### config.mk
export PLATFORM = sky130hd
export DESIGN_NAME = inst_fetch_flat
export DESIGN_NICKNAME = d
export VERILOG_FILES = /design/src/rtl/inst_fetch_if.sv /design/src/rtl/inst_fetch.sv /design/src/flat_wrapper.sv
export SDC_FILE = /design/constraint.sdc
export NUM_CORES = 2
export LEC_CHECK = 0
export CAP_MARGIN = 30
export CORE_UTILIZATION = 40
export DETAILED_ROUTE_END_ITERATION = 8
export PLACE_DENSITY = 0.65
export REMOVE_ABC_BUFFERS = 1
export SYNTH_ARGS = -nofsm -noshare
export SYNTH_HDL_FRONTEND = slang
export SYNTH_SLANG_ARGS = --single-unit
### constraint.sdc
create_clock -name clk -period 3.65 [get_ports clk]
set_input_delay 0.73 -clock clk [delete_from_list [all_inputs] [get_ports clk]]
set_output_delay 0.73 -clock clk [all_outputs]
set_load 0.1 [all_outputs]
### src/rtl/inst_fetch_if.sv
// Loader, decoder and status bundle of the cube processor's instruction fetch unit.
interface inst_fetch_if #(
    parameter int AW = 8
);
    logic          ld_valid;
    logic          ld_ready;
    logic [AW-1:0] ld_addr;
    logic [15:0]   ld_data;
    logic          start;
    logic [AW-1:0] pc_in;
    logic          pc_we;
    logic [15:0]   op;
    logic [AW-1:0] pc;
    logic          running;
    logic          halted;
    logic [15:0]   icount;

    // Loader, start control and decoder branch side
    modport master (
        output ld_valid, ld_addr, ld_data, start, pc_in, pc_we,
        input  ld_ready, op, pc, running, halted, icount
    );

    // Fetch unit side
    modport slave (
        input  ld_valid, ld_addr, ld_data, start, pc_in, pc_we,
        output ld_ready, op, pc, running, halted, icount
    );
endinterface

### src/rtl/inst_fetch.sv
// Instruction fetch: 2**AW x 16 program memory, loader port, IDLE/RUN/HALT
// sequencer, program counter and saturating retired-instruction counter.
module inst_fetch #(
    parameter int          AW      = 8,
    parameter logic [15:0] HALT_OP = 16'hFFFF,
    parameter logic [15:0] NOP_OP  = 16'hFFFF
) (
    input logic         clk,
    input logic         rst,
    inst_fetch_if.slave bus
);
    typedef enum logic [1:0] {
        IDLE = 2'd0,
        RUN  = 2'd1,
        HALT = 2'd2
    } state_t;

    logic [15:0]   mem [2**AW];
    state_t        state, state_nx;
    logic [AW-1:0] pc_q, pc_nx;
    logic [15:0]   icount_q, icount_nx;
    logic [15:0]   fetch_word;
    logic          load_en;

    // Combinational read so the decoder sees mem[pc] in the same cycle
    always_comb begin
        fetch_word = mem[pc_q];
        load_en    = (state == IDLE) && bus.ld_valid;
    end

    // Program memory write port, loader only while idle; contents survive reset
    always_ff @(posedge clk) begin
        if (load_en) begin
            mem[bus.ld_addr] <= bus.ld_data;
        end
    end

    // Sequencer, program counter and retired-instruction counter registers
    always_ff @(posedge clk or posedge rst) begin
        if (rst) begin
            state    <= IDLE;
            pc_q     <= '0;
            icount_q <= '0;
        end else begin
            state    <= state_nx;
            pc_q     <= pc_nx;
            icount_q <= icount_nx;
        end
    end

    // Next state: a halt fetch beats a taken branch; start is only honoured outside RUN
    always_comb begin
        state_nx  = state;
        pc_nx     = pc_q;
        icount_nx = icount_q;
        case (state)
            IDLE, HALT: begin
                if (bus.start) begin
                    state_nx  = RUN;
                    pc_nx     = '0;
                    icount_nx = '0;
                end
            end
            RUN: begin
                if (fetch_word == HALT_OP) begin
                    state_nx = HALT;
                end else begin
                    pc_nx = bus.pc_we ? bus.pc_in : pc_q + AW'(1);
                    if (icount_q != '1) begin
                        icount_nx = icount_q + 16'd1;
                    end
                end
            end
            default: state_nx = IDLE;
        endcase
    end

    // Output decode from the registered state
    always_comb begin
        bus.op       = (state == RUN) ? fetch_word : NOP_OP;
        bus.ld_ready = (state == IDLE);
        bus.running  = (state == RUN);
        bus.halted   = (state == HALT);
        bus.pc       = pc_q;
        bus.icount   = icount_q;
    end
endmodule

### src/flat_wrapper.sv
// flat-port wrapper written by rule: the top's interface ports become plain ports
module inst_fetch_flat 
#(
    parameter int          AW      = 8,
    parameter logic [15:0] HALT_OP = 16'hFFFF,
    parameter logic [15:0] NOP_OP  = 16'hFFFF
)
  (clk, rst, bus_ld_valid, bus_ld_addr, bus_ld_data, bus_start, bus_pc_in, bus_pc_we, bus_ld_ready, bus_op, bus_pc, bus_running, bus_halted, bus_icount);
  inst_fetch_if #(.AW(AW)) bus_i ();
  input logic clk;
  input logic rst;
  input wire logic [$bits(bus_i.ld_valid)-1:0] bus_ld_valid;
  input wire logic [$bits(bus_i.ld_addr)-1:0] bus_ld_addr;
  input wire logic [$bits(bus_i.ld_data)-1:0] bus_ld_data;
  input wire logic [$bits(bus_i.start)-1:0] bus_start;
  input wire logic [$bits(bus_i.pc_in)-1:0] bus_pc_in;
  input wire logic [$bits(bus_i.pc_we)-1:0] bus_pc_we;
  output wire logic [$bits(bus_i.ld_ready)-1:0] bus_ld_ready;
  output wire logic [$bits(bus_i.op)-1:0] bus_op;
  output wire logic [$bits(bus_i.pc)-1:0] bus_pc;
  output wire logic [$bits(bus_i.running)-1:0] bus_running;
  output wire logic [$bits(bus_i.halted)-1:0] bus_halted;
  output wire logic [$bits(bus_i.icount)-1:0] bus_icount;
  assign bus_i.ld_valid = bus_ld_valid;
  assign bus_i.ld_addr = bus_ld_addr;
  assign bus_i.ld_data = bus_ld_data;
  assign bus_i.start = bus_start;
  assign bus_i.pc_in = bus_pc_in;
  assign bus_i.pc_we = bus_pc_we;
  assign bus_ld_ready = bus_i.ld_ready;
  assign bus_op = bus_i.op;
  assign bus_pc = bus_i.pc;
  assign bus_running = bus_i.running;
  assign bus_halted = bus_i.halted;
  assign bus_icount = bus_i.icount;
  inst_fetch #(.AW(AW), .HALT_OP(HALT_OP), .NOP_OP(NOP_OP)) u_core (.clk(clk), .rst(rst), .bus(bus_i));
endmodule
## Word level (Yosys, flattened, before mapping)

Memories as Yosys holds them, arrays and structs flattened.
Index checks and enable logic that the tools add are counted.

- Word-level logic and storage cells: 35
- Memories kept: 1
- Input port bits: 37
- Bits in registers: 26
- RAM bits: 4096

Memory list:

| memory | depth | bits a word | rd ports | clocked after Yosys merged registers in | wr ports | line | RTL |
|---|---|---|---|---|---|---|---|
| u_core.mem | 256 | 16 | 1 | 0 | 1 | inst_fetch.sv:18 | `logic [15:0] mem [2**AW];` |

- Multiplexer cells: 14
- Reduce and logical (&&, ||, !) cells: 7
- Add/sub/neg operators: 2
- Equality and inequality tests: 8

Operators with widths:

| kind | number |
|---|---|
| two-way mux 16 bit | 4 |
| one-hot mux 16 bit (2 select lines) | 1 |
| two-way mux 8 bit | 3 |
| adder 16 x 1 -> 16 bit, second input constant | 1 |
| == test 16 bit, second input constant | 1 |
| inequality test 16 bit, second input constant | 1 |
| one-hot mux 8 bit (2 select lines) | 1 |
| adder 8 x 1 -> 8 bit, second input constant | 1 |
| two-way mux 2 bit | 2 |
| inequality test 2 x 1 -> 1 bit, second input constant | 2 |
| inequality test 2 bit, second input constant | 2 |
| one-hot mux 2 bit (2 select lines) | 1 |
| AND reduction 4 bit | 1 |
| AND reduction 3 bit | 1 |
| == test 2 x 1 -> 1 bit, second input constant | 1 |
| == test 2 bit, second input constant | 1 |
| logical NOT 2 bit | 1 |
| two-way mux 1 bit | 2 |
| AND reduction 2 bit | 1 |
| nonzero test 2 bit | 1 |
| OR reduction 2 bit | 1 |
| logical AND 1 bit | 1 |

## Logic depth before layout (Yosys ltp)

- Word-level depth: 4
- Depth in mapped cells: 19

## Worst setup path after synthesis

No wires, ideal clock.

- Kind: reg2out
- From: register u_core.pc_q[0], in the netlist u_core.bus.pc[0]
- To: output bus_op[12]
- Arrival: 5.118 ns
- Setup slack: -2.198 ns
- Cell stages (with the launch flop): 14
- Path buffers: 7
- Cell sequence: dfrtp_1 buf_6 buf_12 buf_8 buf_6 buf_4 buf_6 buf_4 a211oi_1 a2111oi_0 nor3_1 a32oi_1 nor2_1 o21ai_0

- Longest elaborated chain between the ends: 2

RTL lines:

| what | line | RTL |
|---|---|---|
| start, declared | inst_fetch.sv:20 | `logic [AW-1:0] pc_q, pc_nx;` |
| start signal, assigned | inst_fetch.sv:46 | `pc_q <= pc_nx;` |
| memory (256 x 16 bit) | n/a |  |
| two-way mux 16 bit | inst_fetch.sv:80 | `bus.op = (state == RUN) ? fetch_word : NOP_OP;` |
| end, declared | flat_wrapper.sv:19 | `output wire logic [$bits(bus_i.op)-1:0] bus_op;` |

No other way between the ends.

## Worst setup path in the final report

- From: register u_core.pc_q[0], in the netlist u_core.bus.pc[0]
- To: output bus_op[14]

The elaborated chain is that of the path after synthesis.

==> impl_results.md <==
- Synth Flop Type: edfxtp_1
- Clock Skew: 0.0406 ns
- Final worst slack: -1.84 ns
- Max_cap viols: 0
- Total chip power: 120 mW
- GPL Wtd Cong: 0.989
- Post-layout min period: 5.49 ns
- Pre-CTS setup slack: -2.10 ns
- Setup TNS: -56.20 ns
- Synth async-reset ratio: 0.631%
- DR vias: 88100
- First-pass GRT wire length: 694 mm
- Post-synthesis sequential area ratio: 77.3%
- Final worst-path cycle share: 150%
- Vias in the first global route: 85600
- Vias per cell: 6.05
- Routed WL: 508 mm
- Share of cells above drive strength 1: 37.3%
- Die Width: 634 um
- Setup violations, final: 42
- Total core area: 397000 um2
- Clock transition at path regs: 0.06 ns
- Worst hold slack: 0.153 ns
- Largest net degree at the start of global routing: 110
- CP Data Required Time: 2.92 ns
- Crit-path max FO: 8
- Peak Freq: 182 MHz
- Worst skew pair latency: 0.99 ns
- GR Overflow Total: 0
- Mean post-synth cell area: 21.6 um2
- Cell variety after synth: 87
- Post-DP HPWL: 326 mm
- Worst Tran Pin Value: 1.24 ns
- Area leader, netlist: edfxtp_1
- Clock Path Buffers: 4
- H-tree depth: 5
- Starting Density: 40.3%
- Routed wire per std cell: 34.9 um
- Area contributors post-synth: edfxtp_1 77%, mux4_2 13%, mux2i_1 2.8%
- Post-route ant nets: 0
- Synthesized flop and latch total: 4122
- Leak: 64.3 nW
- Most frequent cells in the layout: 4096 x edfxtp_1, 1144 x buf_4, 907 x mux4_2, 422 x clkbuf_16, 417 x mux2i_1
- Site Rows: 231
- IO Pins: 80
- Status: finished, violations left
- RSZ-0062 raised after global routing: true
- Post-synth top area share: 76.9%
- Fillers: 31100
- Area Growth Syn to Fin: 22.8%
- CTS root buf: clkbuf_16
- CP Launch Type: register
- Fin. Hold Viols: 0
- Initial antenna violation count: 32
- Die area: 402000 um2
- Gr usage total: 24.8%
- Drt pass-1 iters: 8
- PD cells: 612 nW/um2
- Final nets: 9006
- Synth warn: 0
- Cells after synthesis: 7393
- CTS Buf Count: 414
- Initial DRC Count: 13200
- Commonest non-fill, non-tap cell in the layout: edfxtp_1
- Critical path type: register to output pin
- Crit path capture type: output pin
- Failing checks: setup timing
- Chip height: 634 um
- Worst hold path class: primary input to asynchronous set/reset pin
- CTS tree: done
- Max-slew violation count: 0
- Synth Cell Area: 160000 um2
- # DRC: 0
- Post-synth EDFFs: 4096
- CTS hold repair buffers: 0
- CTS Sinks: 4122
- Max IR drop VDD: 0.496 mV
- CP arrival: 4.76 ns
- Rel. slew slack: 17.2%
- PortBufs: 79
==> state kept, by name (all words and copies together), names as in the netlist <==
register / cells
u_core.state: 2
u_core.bus.icount: 16
u_core.mem: 4096
u_core.bus.pc: 8
==> cell usage after synthesis, types with 27 or more instances <==
cell type,count
a22oi_1,120
clkbuf_1,151
buf_6,59
nand2_1,199
a221oi_1,56
mux2i_1,443
mux4_2,906
buf_4,75
nand3_1,63
nor2_1,318
buf_2,116
edfxtp_1,4096
nor2b_1,33
o21ai_0,77
mux2_2,27
a21oi_1,114
o221ai_1,45
a31oi_1,40
o22ai_1,52
a211oi_1,32
==> metrics by stage <==
stage	util [%]	instance area (um2)	std cells
global placement	44.9	178000	13600
finish	49.5	196000	14600
global route	49.5	196000	14600
detailed placement	44.9	178000	13600
CTS	49.1	195000	14500
floorplan	-	157000	6952
==> cell type report <==
class / instances / area [um2] / share of cell area, %
timing repair buffer: 1599 / 16700 / 8.51
sequential: 4122 / 124000 / 63.0
inverter: 17 / 78.8 / 0.0401
tap: 5242 / 6560 / 3.34
multi-input combinational: 2813 / 35800 / 18.2
clock buffer: 505 / 10800 / 5.52
antenna: 18 / 45.0 / 0.0229
clock inverter: 253 / 2630 / 1.34
==> critical path: stages, from the launching register on <==
cell	delay, ns
dfrtp_4	0.43
buf_12	0.20
buf_16	0.22
buf_16	0.16
buf_8	0.11
mux4_2	0.50
mux4_2	0.56
or2_4	0.34
a221o_1	0.46
a31oi_4	0.35
buf_6	0.16
nand2_4	0.05
buf_12	0.17
==> kinds of logic after synthesis <==
kind of cell               count (synthesis)  share of synthesized area [%]
AOI/OAI and AO/OA                        684                           3.02
xor gates and xnor gates                   1                        0.00548
adders and majority gates                  2                         0.0156
buffers and inverters                    458                           1.77
DFF                                     4122                           77.3
and+or+nand+nor                          749                           2.11
muxes                                   1377                           15.7
==> final timing paths <==
check	from	to	slack [ns]	cells past startpoint
worst max-delay path	u_core.bus.pc[0]	bus_op[14]	-1.84	12
worst min-delay path	rst	u_core.bus.icount[1]	0.15	2
worst max register to register	u_core.bus.pc[5]	u_core.bus.icount[2]	-1.31	21
worst min register to register	u_core.bus.icount[5]	u_core.bus.icount[5]	0.52	1
max in group asynchronous	rst	u_core.bus.pc[2]	2.81	3
min in group clk	bus_ld_data[5]	u_core.mem[20][5]	0.15	1
==> layer usage <==
layer / track usage [%] / up-vias / share of wire (%) / wire length [um]
li1: - / 34400 / - / -
met1: 33.3 / 46700 / 37 / 188000
met2: 38.3 / 5958 / 46 / 234000
met3: 6.59 / 1007 / 12 / 60800
met4: 10.8 / 16 / 4.9 / 25000
met5: 0 / - / 0.036 / 181
==> what timing repair did <==
action,4_1_cts,5_1_grt
gates cloned,18,3
setup buffers,111,67
pin swaps,57,72
resized for setup,384,202
setup endpoints to repair,42,42
==> power by group <==
group / internal (mW) / switching [mW] / total (mW)
registers: 52.1 / 0.126 / 52.2
logic: 11.2 / 14.2 / 25.4
clock network: 24.3 / 18.2 / 42.5
(Power assumes the default switching activity.)
